$ cat config.mk
export PLATFORM = sky130hd
export DESIGN_NAME = mmio_io_bridge
export DESIGN_NICKNAME = d
export VERILOG_FILES = /design/src/rtl/mmio_io_bridge.sv
export SDC_FILE = /design/constraint.sdc
export NUM_CORES = 1
export LEC_CHECK = 0
export ABC_AREA = 1
export CAP_MARGIN = 20
export CORE_ASPECT_RATIO = 0.75
export CORE_MARGIN = 5
export CORE_UTILIZATION = 55
export CTS_CLUSTER_SIZE = 16
export DETAILED_ROUTE_END_ITERATION = 8
export GPL_TIMING_DRIVEN = 1
export PLACE_DENSITY = 0.78
export RECOVER_POWER = 25
export SLEW_MARGIN = 30
export SYNTH_ARGS = -nofsm -noshare
export SYNTH_HDL_FRONTEND = slang
export SYNTH_SLANG_ARGS = --single-unit
$ cat constraint.sdc
create_clock -name clock -period 2.18 [get_ports clock]
set_input_delay 0.654 -clock clock [delete_from_list [all_inputs] [get_ports clock]]
set_output_delay 0.654 -clock clock [all_outputs]
set_load 0.01 [all_outputs]
$ cat src/rtl/mmio_io_bridge.sv
// Memory-mapped I/O peripheral: debounced inputs with sticky edge flags, LFSR
// random source, tone register with auto-off timer and an LED register.

module mmio_debounce_lane #(
  parameter int DEBOUNCE = 250000
) (
  input  logic clock,
  input  logic reset,
  input  logic raw,
  output logic deb,
  output logic rise
);
  localparam int CW = $clog2(DEBOUNCE + 1);

  logic          s1, s2;
  logic [CW-1:0] cnt;
  logic          accept;

  // s2 must disagree with deb for DEBOUNCE consecutive cycles before it is taken
  assign accept = (s2 != deb) && (cnt == CW'(DEBOUNCE - 1));
  assign rise   = accept && s2;

  always_ff @(posedge clock) begin
    if (reset) begin
      s1  <= 1'b0;
      s2  <= 1'b0;
      deb <= 1'b0;
      cnt <= '0;
    end else begin
      s1 <= raw;
      s2 <= s1;
      if (s2 == deb) begin
        cnt <= '0;
      end else if (accept) begin
        cnt <= '0;
        deb <= s2;
      end else begin
        cnt <= cnt + 1'b1;
      end
    end
  end
endmodule

module mmio_io_bridge #(
  parameter int          N_IN      = 4,
  parameter int          DEBOUNCE  = 250000,
  parameter int          RAND_W    = 4,
  parameter logic [15:0] LFSR_SEED = 16'hACE1,
  parameter int          TONE_W    = 4,
  parameter int          LED_W     = 15,
  parameter int          TICK_DIV  = 50000,
  parameter int          DUR_W     = 16,
  parameter int          IN_ADDR   = 1000,
  parameter int          EDGE_ADDR = 1001,
  parameter int          RAND_ADDR = 2000,
  parameter int          TONE_ADDR = 3000,
  parameter int          DUR_ADDR  = 3001,
  parameter int          LED_ADDR  = 3002,
  parameter int          STAT_ADDR = 3003
) (
  input  logic              clock,
  input  logic              reset,
  input  logic [31:0]       addr,
  input  logic              rd_en,
  input  logic              wr_en,
  input  logic [31:0]       wr_data,
  output logic [31:0]       rd_data,
  output logic              hit,
  input  logic [N_IN-1:0]   in_raw,
  output logic [TONE_W-1:0] tone,
  output logic              tone_en,
  output logic [LED_W-1:0]  led
);
  localparam int PW = (TICK_DIV > 1) ? $clog2(TICK_DIV) : 1;

  logic [N_IN-1:0]  deb, rise, flags;
  logic [15:0]      lfsr;
  logic [DUR_W-1:0] dur, ticks;
  logic [PW-1:0]    presc;
  logic             active;
  logic             rd_sel, rd_match;
  logic [31:0]      rd_val;
  logic [TONE_W-1:0] tone_wr;
  logic             unused_wr;

  assign unused_wr = ^wr_data;
  assign tone_wr   = wr_data[TONE_W-1:0];
  assign rd_sel    = rd_en && !wr_en;

  for (genvar i = 0; i < N_IN; i++) begin : g_lane
    mmio_debounce_lane #(.DEBOUNCE(DEBOUNCE)) u_lane (
      .clock (clock),
      .reset (reset),
      .raw   (in_raw[i]),
      .deb   (deb[i]),
      .rise  (rise[i])
    );
  end

  always_comb begin
    rd_match = 1'b1;
    rd_val   = '0;
    if      (addr == 32'(IN_ADDR))   rd_val = 32'(deb);
    else if (addr == 32'(EDGE_ADDR)) rd_val = 32'(flags);
    else if (addr == 32'(RAND_ADDR)) rd_val = 32'(lfsr[RAND_W-1:0]);
    else if (addr == 32'(TONE_ADDR)) rd_val = 32'(tone);
    else if (addr == 32'(DUR_ADDR))  rd_val = 32'(dur);
    else if (addr == 32'(LED_ADDR))  rd_val = 32'(led);
    else if (addr == 32'(STAT_ADDR)) rd_val = {30'b0, active, tone_en};
    else                             rd_match = 1'b0;
  end

  always_ff @(posedge clock) begin
    if (reset) begin
      rd_data <= '0;
      hit     <= 1'b0;
      flags   <= '0;
      lfsr    <= LFSR_SEED;
      led     <= '0;
      dur     <= '0;
      tone    <= '0;
      tone_en <= 1'b0;
      ticks   <= '0;
      presc   <= '0;
      active  <= 1'b0;
    end else begin
      hit     <= rd_sel && rd_match;
      rd_data <= (rd_sel && rd_match) ? rd_val : 32'd0;
      lfsr    <= {1'b0, lfsr[15:1]} ^ (lfsr[0] ? 16'hB400 : 16'h0000);
      // a rise landing on the clearing read survives it
      flags   <= ((rd_sel && addr == 32'(EDGE_ADDR)) ? '0 : flags) | rise;

      if (wr_en && addr == 32'(LED_ADDR)) led <= wr_data[LED_W-1:0];
      if (wr_en && addr == 32'(DUR_ADDR)) dur <= wr_data[DUR_W-1:0];

      if (wr_en && addr == 32'(TONE_ADDR)) begin
        tone    <= tone_wr;
        tone_en <= |tone_wr;
        presc   <= '0;
        ticks   <= dur;
        active  <= (|tone_wr) && (|dur);
      end else if (active) begin
        if (presc == PW'(TICK_DIV - 1)) begin
          presc <= '0;
          ticks <= ticks - 1'b1;
          if (ticks == DUR_W'(1)) begin
            tone    <= '0;
            tone_en <= 1'b0;
            active  <= 1'b0;
          end
        end else begin
          presc <= presc + 1'b1;
        end
      end
    end
  end
endmodule

==> impl_results.md, run 1 <==
- Status: complete, no violations
- Grt total ovfl: 0
- Switch Pwr: approximately 1.7 mW
- Final Skew: between 0.01 and 0.015 ns
- Area leader, netlist: dfxtp_1
- Io pins: 125
- Commonest cells in the netlist: 211 x nand2_1, 190 x dfxtp_1, 170 x nor2_1
- Clock share of power: 0.454
- Worst path required time: 2.52 ns
- Die height: 121 um
- Asr flop ratio synth: 0
- Fin nets: between 1000 and 1500
- Vias: approximately 8400
- Hold wc startpoint: g_lane[3].u_lane.s1
- Synth area leaders: dfxtp_1 42%, nand2_1 8.8%, nor2_1 7.1%
- Origin of the critical flop-to-flop path: presc[0]
- Sequential share of power: 0.500
- Starting Density: 0.561
- RSZ-0062 raised after global routing: true
- R2R Setup Slk: about 0.17 ns
- ANT cells: 0
- Total track usage: 0.238
- Clk slew on worst S/H paths: around 0.07 ns
- Layout cell share with drive strength beyond 1: 0.136
- Drt first pass iters: 8
- Internal power: around 5.3 mW
- Slew headroom: 0.626
- Sequential cell area fraction in the yosys report: 0.423
- Netlist cell types: 46
- Util after Layout: 0.704
- Root Driver: clkbuf_16
- Post-synth EDFFs: 0
- CP startpoint: addr[15]
- Synth-to-Final Area Change: 25.3%
- Die X: between 150 and 200 um
- Initial DRC Count: slightly below 800
- First-pass GRT wire length: about 37 mm
- Worst IR drop on VDD: approximately 0.56 mV
- Avg Inst Size Synth: approximately 7 um^2
- Synth Instances: about 1300
- CP Capture Type: flop
- Top FF cell, synth: dfxtp_1
- Avg WL per Cell: about 14 um
- Fin crit period: 2.14 ns
- CTS tree: done
- Fillers: 1308
- Worst-Skew Late Latency: between 0.4 and 0.5 ns
- Largest net degree at the start of global routing: 31
- Setup violations, final: 0
- Clock Path Buffers: 2
- DPL Wire Length: ~16 mm
- Endpoint arrival time on the critical path: ~2.5 ns
- Row cnt: 40
- Synth warn: 0
- Most frequent cell after synthesis: nand2_1
- MaxCap Viol Count: 0
- Core area: 16000 um^2
- Leak: approximately 4.4 nW
- Logic pwr share: 0.046
- Die area: 19000 um^2
- DRC: 0
- Cell Pwr Density: 623 nW/um^2
- Synth Register Bits: 190
- Vias in the first global route: 7979
- Minimum hold slack: 0.410 ns
- Sw frac: 0.239
- Area share of the largest cell type after synthesis: 0.423
- Fin crit share: 0.981
- Crit-path max FO: 10
- Final WL: roughly 23 mm
- Cts hold-fix bufs: 0
- Clk sink count: 190
- CP Launch Type: primary input
- Final antenna-violating net count: 0
- Slew @ Worst Pin: between 0.5 and 0.6 ns
- Final hold vios: 0
- Vias per inst: roughly 5.2
- H-tree Lvls: 4
- Initial antenna violation count: 0
- Fmax: between 400 and 500 MHz
- Setup CP Type: in -> reg
- I/O Buffers: a little over 90
- GPL Wtd Cong: between 0.9 and 1
- HP Class: reg -> reg
- Final TNS setup: 0 ns
- CTS buffer count: 17
- Slew Viols, Final: 0
- Post-synthesis instance area: 8990 um^2
## registers in the layout, summed over array words and instances, names as in the netlist
name / count
hit: 1
led: 15
rd_data: 16
ticks: 16
tone_en: 1
g_lane.u_lane.cnt: 72
active: 1
flags: 4
g_lane.u_lane.s1: 4
presc: 16
g_lane.u_lane.s2: 4
dur: 16
tone: 4
lfsr: 16
g_lane.u_lane.deb: 4
## layout by cell type (no fill, tap or decap), drive strengths merged
master,Yosys,final
a211oi,2,2
a21boi,1,1
a21o,1,1
a21oi,81,81
a31oi,4,4
a41oi,1,1
and2,1,1
and3,1,1
buf,30,68
bufinv,0,1
clkbuf,14,23
clkdlybuf4s50,0,83
clkinv,1,6
conb,1,16
dfxtp,190,190
dlygate4sd3,0,8
dlymetal6s2s,0,1
ha,7,7
inv,177,184
nand2,220,220
nand3,86,86
nand3b,2,2
nand4,27,27
nor2,193,193
nor3,47,47
nor3b,6,6
nor4,17,17
o211ai,4,4
o21a,2,2
o21ai,69,69
o21bai,1,1
or2,20,20
xnor2,10,10
xor2,35,35
## through the flow
| step | setup slack [ns] | instances | total power [mW] | instance area [um^2] |
|---|---|---|---|---|
| floorplan | 0.220 | 1266 | 3.72 | 9050 |
| global placement | -0.402 | 1590 | 3.89 | 10500 |
| detailed placement | -0.452 | 1590 | 3.90 | 10500 |
| CTS | 0.0156 | 1622 | 7.05 | 11100 |
| global route | -0.0793 | 1628 | 7.24 | 11300 |
| finish | 0.0425 | 1628 | 7.02 | 11300 |
## power by group through the flow
stage	clock, mW	sequential [mW]	combinational, mW
CTS	3.23	3.51	0.312
finish	3.19	3.51	0.320
global placement	0	3.59	0.303
floorplan	0	3.59	0.139
global route	3.39	3.51	0.346
detailed placement	0	3.59	0.309
## metal layers
metal	share of wire	global-route usage
met4	0.021	0.0854
met3	0.067	0.0479
met2	0.45	0.372
met1	0.46	0.327
met5	0	0
## worst paths after layout
check                             end  cells past startpoint
setup / recovery            ticks[10]                     14
setup reg to reg            ticks[10]                     11
hold reg to reg   g_lane[3].u_lane.s2                      2
hold / removal    g_lane[3].u_lane.s2                      2
## worst max-delay path, stage by stage
cell and delay [ns]:
clkdlybuf4s50_1 0.40, inv_1 0.07, nand2_2 0.06, nor2_4 0.22
nand2_2 0.12, inv_2 0.08, nand3_2 0.09, nor3_4 0.28
buf_6 0.15, nor2_4 0.07, nand2_1 0.08, nand3_1 0.09
nand2_1 0.07, inv_1 0.04
## kinds of logic after synthesis
logic type,synth area share
xor+xnor,0.0438
fa+ha+maj,0.00974
compound gates,0.0973
flops,0.423
buf+inv,0.105
other cells,0.000417
simple gates,0.320
## cell type report
class | count | area, um^2 | share of cell area
Clock inverter | 13 | 168 | 0.0149
Tap cell | 210 | 263 | 0.0233
Multi-Input combinational cell | 854 | 4370 | 0.388
Timing Repair Buffer | 164 | 1550 | 0.137
Inverter | 178 | 676 | 0.0600
Clock buffer | 19 | 443 | 0.0393
Sequential cell | 190 | 3800 | 0.338
## repair_timing
item | in CTS | in global routing
endpoints found under the setup margin | 1 | 57
pin swaps | 0 | 10
buffers inserted | 0 | 6
gates resized for setup | 1 | 36
Power figures use the tool's default switching activity.
==> run 2, diff against run 1 <==
--- a/config.mk
+++ b/config.mk
@@ -13,9 +13,11 @@
 export CTS_CLUSTER_SIZE = 16
 export DETAILED_ROUTE_END_ITERATION = 8
 export GPL_TIMING_DRIVEN = 1
+export MAX_ROUTING_LAYER = met4
 export PLACE_DENSITY = 0.78
 export RECOVER_POWER = 25
 export SLEW_MARGIN = 30
 export SYNTH_ARGS = -nofsm -noshare
 export SYNTH_HDL_FRONTEND = slang
+export SYNTH_HIERARCHICAL = 1
 export SYNTH_SLANG_ARGS = --single-unit
==> impl_results.md, run 2 <==
- Status: complete, no violations
- CTS tree: done
- Slew @ Worst Pin: around 0.9 ns
- R2R Setup Slk: ~0.27 ns
- GPL Wtd Cong: slightly above 0.9
- Drt first pass iters: 5
- DRC: 0
- Root Driver: clkbuf_16
- Die area: between 15000 and 20000 um^2
- CP Capture Type: flop
- DPL Wire Length: between 15 and 20 mm
- Commonest non-fill, non-tap cells in the layout: 303 x nor2_1, 256 x nand2_1, 190 x dfxtp_1
- Starting Density: 0.557
- Asr flop ratio synth: 0
- Max reg flops: 72
- HP Class: reg -> reg
- Post-synthesis instance area: 9310 um^2
- Area leader, netlist: dfxtp_1
- Placed Area: 10600 um^2
- Vias in the first global route: 7962
- Final instance area: 11400 um^2
- Post-synth EDFFs: 0
- I/O Buffers: 92
- Setup CP Type: in -> reg
- Hold EP: g_lane[0].u_lane/s2
- Final Skew: between 0.01 and 0.015 ns
- Die X: between 150 and 200 um
- Synth-to-Final Area Change: 22.5%
- Hold wc startpoint: g_lane[0].u_lane/s1
- Fin crit share: 0.984
- Worst-Skew Late Latency: ~0.45 ns
- Vias: 8753
- First-pass GRT wire length: roughly 38 mm
- Avg Inst Size Synth: ~7 um^2
- Final cell count without fillers: approximately 1700
- Layout cell share with drive strength beyond 1: 0.107
- MaxCap Viol Count: 0
- ANT cells: 0
- Sw frac: 0.248
- RR Endpoint: g_lane[3].u_lane/cnt[10]
- Commonest non-fill, non-tap cell in the layout: nor2_1
- Setup violations, final: 0
- Synth Instances: roughly 1300
- Crit-path max FO: 6
- CP Launch Type: primary input
- Depth of the most critical reg-to-reg path: 6
- Synth warn: 6
- Fin crit period: approximately 2.1 ns
- Core area: around 17000 um^2
- Cts hold-fix bufs: 0
- Vias per inst: between 5 and 6
- Avg WL per Cell: 13.6 um
- Fin nets: between 1500 and 2000
- Sequential share of power: 0.496
- Final antenna-violating net count: 0
- Final worst setup slack: about 0.035 ns
- Final WL: ~23 mm
- Dpl cells: 1653
- Area share of the largest cell type after synthesis: 0.408
- Clk slew on worst S/H paths: roughly 0.08 ns
- Endpoint arrival time on the critical path: 2.52 ns
- Origin of the critical flop-to-flop path: g_lane[3].u_lane/cnt[0]
- Biggest register: g_lane.u_lane/cnt
- Worst IR drop on VDD: around 0.54 mV
- Largest net degree at the start of global routing: 25
- RSZ-0062 raised after global routing: true
- Grt total ovfl: 0
- Io pins: ~130
- Hold path depth: 2
- Sequential cell area fraction in the yosys report: 0.408
- Logic pwr share: 0.039
- Switch Pwr: between 1.5 and 2 mW
- Slew headroom: 0.398
- Leak: between 4 and 5 nW
- Synth Register Bits: 190
- Setup WS pre-CTS: -0.426 ns
- Final TNS setup: 0 ns
- Final hold vios: 0
- H-tree Lvls: 4
- Synth area leaders: dfxtp_1 41%, nor2_1 12%, nand2_1 10%
- CTS buffer count: 17
- Clk sink count: 190
- Clock Path Buffers: 2
- Netlist cell types: 45
- Most frequent cell after synthesis: nor2_1
- Initial antenna violation count: 0
- Commonest cells in the netlist: 306 x nor2_1, 259 x nand2_1, 190 x dfxtp_1
- Worst path required time: approximately 2.6 ns
- Cell Pwr Density: slightly above 600 nW/um^2
- Slew Viols, Final: 0
- Fmax: ~470 MHz
- Die height: between 100 and 150 um
- Internal power: roughly 5.3 mW
- Initial DRC Count: approximately 760
- Row cnt: 41
- Top FF cell, synth: dfxtp_1
- Clock share of power: 0.464
- Overall power: approximately 7.1 mW
- Total track usage: 0.242
run 2: changes by cell type in the layout (fill, tap and decap cells not counted), sizes merged, moves of 18 or more:
cell   delta
nor2    +125
nand2    +50
inv      -30
a21oi    -26
nand3    -26
buf      -23
nor3     -20
xnor2    +18
run 2: kinds of logic (layout without fill, tap and decap cells):
logic type / after synthesis / count (layout) / synth area share
other: 1 / 16 / 0.000403
AO/OA/AOI/OAI: 143 / 143 / 0.0879
XOR/XNOR: 60 / 60 / 0.0564
buffers and inverters: 190 / 320 / 0.0926
adder cells (fa/ha/maj): 7 / 7 / 0.00940
AND/OR/NAND/NOR: 739 / 739 / 0.345
flip-flops: 190 / 190 / 0.408
run 2: worst max-delay path, stage by stage:
cell             delay, ns
clkdlybuf4s50_1       0.40
nor2_1                0.10
nand2_1               0.07
nor2_2                0.12
nand2_2               0.12
buf_6                 0.15
nor3_4                0.18
nand2_2               0.16
nand2_1               0.11
nor2_1                0.06
nand2_1               0.10
buf_4                 0.12
nand3_1               0.07
a21oi_2               0.11
run 2: worst max path at each step:
stage / from / to
6_report: addr[27] / rd_data[1]
4_1_cts: addr[9] / rd_data[3]
3_3_place_gp: addr[9] / rd_data[0]
3_5_place_dp: addr[10] / dur[15]
2_1_floorplan: addr[31] / ticks[9]
5_1_grt: addr[27] / rd_data[2]
run 2: final cells by class:
class,instances,area [um^2]
Multi-Input combinational cell,965,4760
Fill cell,1408,5310
Tap cell,215,269
Sequential cell,190,3800
Clock inverter,15,204
Inverter,146,558
Timing Repair Buffer,142,1390
Clock buffer,17,425
run 2: power groups by stage:
| stage | combinational (mW) | sequential, mW | clock [mW] |
|---|---|---|---|
| final | 0.278 | 3.51 | 3.28 |
| after CTS | 0.275 | 3.51 | 3.32 |
| after global routing | 0.305 | 3.51 | 3.49 |
| after global placement | 0.270 | 3.59 | 0 |
| after floorplan | 0.133 | 3.59 | 0 |
| after detailed placement | 0.273 | 3.59 | 0 |
run 2: per-layer routing:
| layer | track usage | vias to the layer above | part of all wire |
|---|---|---|---|
| met4 | 0.0586 | 0 | 0.012 |
| met3 | 0.0493 | 24 | 0.068 |
| met5 | - | - | 0 |
| met1 | 0.336 | 3984 | 0.49 |
| li1 | - | 4456 | - |
| met2 | 0.364 | 289 | 0.43 |
run 2: timing repair:
item	in CTS	in global routing
gates resized for setup	0	35
hold endpoints to repair	0	0
buffers inserted	0	4
endpoints found under the setup margin	0	63
run 2: through the flow:
stage / hold slack (ns) / utilization
global route: 0.423 / 0.682
detailed placement: 0.394 / 0.637
global placement: 0.391 / 0.637
finish: 0.406 / 0.682
CTS: 0.407 / 0.674
floorplan: 0.388 / -
==> run 3, diff against run 2 <==
--- a/config.mk
+++ b/config.mk
@@ -5,11 +5,10 @@
 export SDC_FILE = /design/constraint.sdc
 export NUM_CORES = 1
 export LEC_CHECK = 0
-export ABC_AREA = 1
 export CAP_MARGIN = 20
 export CORE_ASPECT_RATIO = 0.75
 export CORE_MARGIN = 5
-export CORE_UTILIZATION = 55
+export CORE_UTILIZATION = 54
 export CTS_CLUSTER_SIZE = 16
 export DETAILED_ROUTE_END_ITERATION = 8
 export GPL_TIMING_DRIVEN = 1
==> impl_results.md, run 3 <==
- Grt total ovfl: 0
- Vias in the first global route: slightly below 7000
- Area leader, netlist: dfxtp_1
- Crit path top cell by count: or4_4
- Total track usage: 0.233
- Worst-Skew Late Latency: between 0.4 and 0.5 ns
- Origin of the critical flop-to-flop path: presc[13]
- RSZ-0062 raised after global routing: true
- Slew @ Worst Pin: ~0.77 ns
- Fin crit period: approximately 2.3 ns
- Final TNS setup: -0.178 ns
- Slew headroom: 0.484
- Adder-Cell Fraction of Synth Area: 0.0103
- Sequential cell area fraction in the yosys report: 0.449
- Row cnt: 39
- Status: finished with violations
- Commonest non-fill, non-tap cells in the layout: 188 x dfxtp_1, 150 x nor2_1, 71 x xnor2_1
- Worst path required time: 2.53 ns
- Switch Pwr: around 1.5 mW
- Worst IR drop on VDD: about 0.54 mV
- Logic pwr share: 0.044
- Final antenna-violating net count: 0
- Critical Path Slowest Stage Cell: or4_4
- Slew Viols, Final: 0
- Avg WL per Cell: ~16 um
- Die height: approximately 120 um
- Vias: about 7500
- Synth warn: 6
- MaxCap Viol Count: 0
- Final WL: around 22 mm
- Starting Density: 0.553
- Mux share of post-synthesis cell area: 0.0416
- Placed Area: a little over 10000 um^2
- Largest net degree at the start of global routing: 67
- Cell Pwr Density: ~630 nW/um^2
- Setup CP Type: reg -> reg
- GPL Wtd Cong: 0.918
- Fin nets: about 1200
- Clock Path Buffers: 2
- Commonest non-fill, non-tap cell in the layout: dfxtp_1
- Final cell count without fillers: between 1000 and 1500
- Core area: 15300 um^2
- Endpoint arrival time on the critical path: approximately 2.7 ns
- Leak: approximately 4 nW
- Final hold vios: 0
- Root Driver: clkbuf_16
- Sw frac: 0.213
- Minimum hold slack: approximately 0.41 ns
- Layout cell share with drive strength beyond 1: 0.158
- CP Launch Type: flop
- Area share of the largest cell type after synthesis: 0.449
- R2R Setup Slk: -0.13 ns
- DRC: 0
- Final worst setup slack: -0.131 ns
- CTS buffer count: 17
- Synth Register Bits: 190
- Fmax: about 430 MHz
- Clock share of power: 0.450
- Simple-Gate Fraction of Synth Area: 0.292
- Depth of the most critical reg-to-reg path: 5
- Avg Inst Size Synth: about 9.0 um^2
- Synth area leaders: dfxtp_1 45%, xnor2_1 7.3%, nor2_1 6.9%
- Top FF cell, synth: dfxtp_1
- Io pins: 125
- Setup violations, final: 4
- Commonest cells in the netlist: 190 x dfxtp_1, 155 x nor2_1, 71 x xnor2_1
- Crit-path max FO: 5
- ANT cells: 0
- Dpl cells: roughly 1300
- Worst Path Buf+Inv: 0
- First-pass GRT wire length: 34.4 mm
- Crit-path cells: or4bb_1, or4_4, or4_4, xor2_2, a211oi_2
- Failing checks: negative setup slack
- Initial DRC Count: 664
- Main combinational cell family by area after synthesis: simple AND/OR/NAND/NOR gates
- Max reg flops: 72
- Number of stages on the worst setup path: 5
- CP Capture Type: flop
- Cts hold-fix bufs: 0
- Area of the multi-input gates: roughly 4600 um^2
- CTS tree: done
- Most frequent cell after synthesis: dfxtp_1
- Biggest register: g_lane.u_lane/cnt
- Sequential cell area: about 3800 um^2
- CP endpoint: ticks[4]
- Vias per inst: 5.64
- Final instance area: between 10000 and 15000 um^2
- RR Endpoint: ticks[4]
- Sequential share of power: 0.506
- Clk slew on worst S/H paths: around 0.070 ns
- Final Skew: 0.00694 ns
- Fin crit share: 1.06
- Clk sink count: between 150 and 200
- Fillers: around 1100
- Util after Layout: 0.721
- Asr flop ratio synth: 0
- I/O Buffers: 92
- Post-synth EDFFs: 0
- Synth-to-Final Area Change: 30.4%
- Netlist cell types: 58
- HP Class: reg -> reg
- Internal power: about 5.5 mW
- Die area: around 18000 um^2
- Die X: about 150 um
- DPL Wire Length: ~15 mm
- CP top delay family: simple AND/OR/NAND/NOR gates
- Synth Area in XOR/XNOR: 0.0972
- Compound-cell area share of the yosys netlist: 0.0659
- Slowest stage delay, CP: 0.62 ns
- H-tree Lvls: 4
- Synth Instances: about 940
- Drt first pass iters: 5
- Initial antenna violation count: 0
- CP startpoint: presc[13]
- Post-synthesis instance area: about 8500 um^2
-- run 3: final cells by class --
cell class | count | area share
Timing Repair Buffer | 178 | 0.153
Clock buffer | 23 | 0.0442
Clock inverter | 9 | 0.00974
Tap cell | 205 | 0.0232
Inverter | 29 | 0.00985
Sequential cell | 190 | 0.345
Multi-Input combinational cell | 688 | 0.416
-- run 3: how the worst min path moves through the flow --
stage,start,endpoint,slack [ns],cells after the start
2_1_floorplan,lfsr[12],lfsr[11],0.39,1
3_3_place_gp,lfsr[8],lfsr[7],0.39,1
3_5_place_dp,lfsr[7],lfsr[6],0.39,1
4_1_cts,lfsr[7],lfsr[6],0.41,1
5_1_grt,lfsr[12],lfsr[11],0.43,1
6_report,lfsr[7],lfsr[6],0.41,1
-- run 3: metrics by stage --
stage          total power [mW]  worst slack [ns]
6_report                   6.95            -0.131
5_1_grt                    7.16            -0.193
4_1_cts                    6.98           -0.0906
3_5_place_dp               3.90            -0.695
3_3_place_gp               3.89            -0.607
2_1_floorplan              3.72            -0.139
-- run 3: metal layers --
layer	track usage	vias to the layer above	wire length, um	share of wire
met5	-	-	0	0
met2	0.340	277	9440	0.43
li1	-	3628	-	-
met1	0.328	3520	10400	0.48
met4	0.0530	0	292	0.013
met3	0.0599	30	1620	0.075
-- run 3: cells by family (layout without fill, tap and decap cells) --
logic type | Yosys count | in the layout
multiplexers | 34 | 34
XOR/XNOR | 94 | 94
other | 1 | 16
buffers and inverters | 78 | 239
AO/OA/AOI/OAI | 82 | 82
adder cells (fa/ha/maj) | 7 | 7
AND/OR/NAND/NOR | 455 | 455
flip-flops | 190 | 190
-- run 3: what timing repair did --
action | in CTS | in global routing
endpoints found under the hold margin | 0 | 0
setup endpoints to repair | 85 | 71
setup buffers | 2 | 4
pin swaps | 9 | 22
resized for setup | 22 | 63
gates cloned | 1 | 1
-- run 3: power groups by stage --
stage,clock network (mW),registers [mW],logic (mW)
final,3.13,3.51,0.308
after floorplan,0,3.59,0.132
after global placement,0,3.59,0.304
after detailed placement,0,3.59,0.308
after CTS,3.16,3.51,0.305
after global routing,3.32,3.51,0.331
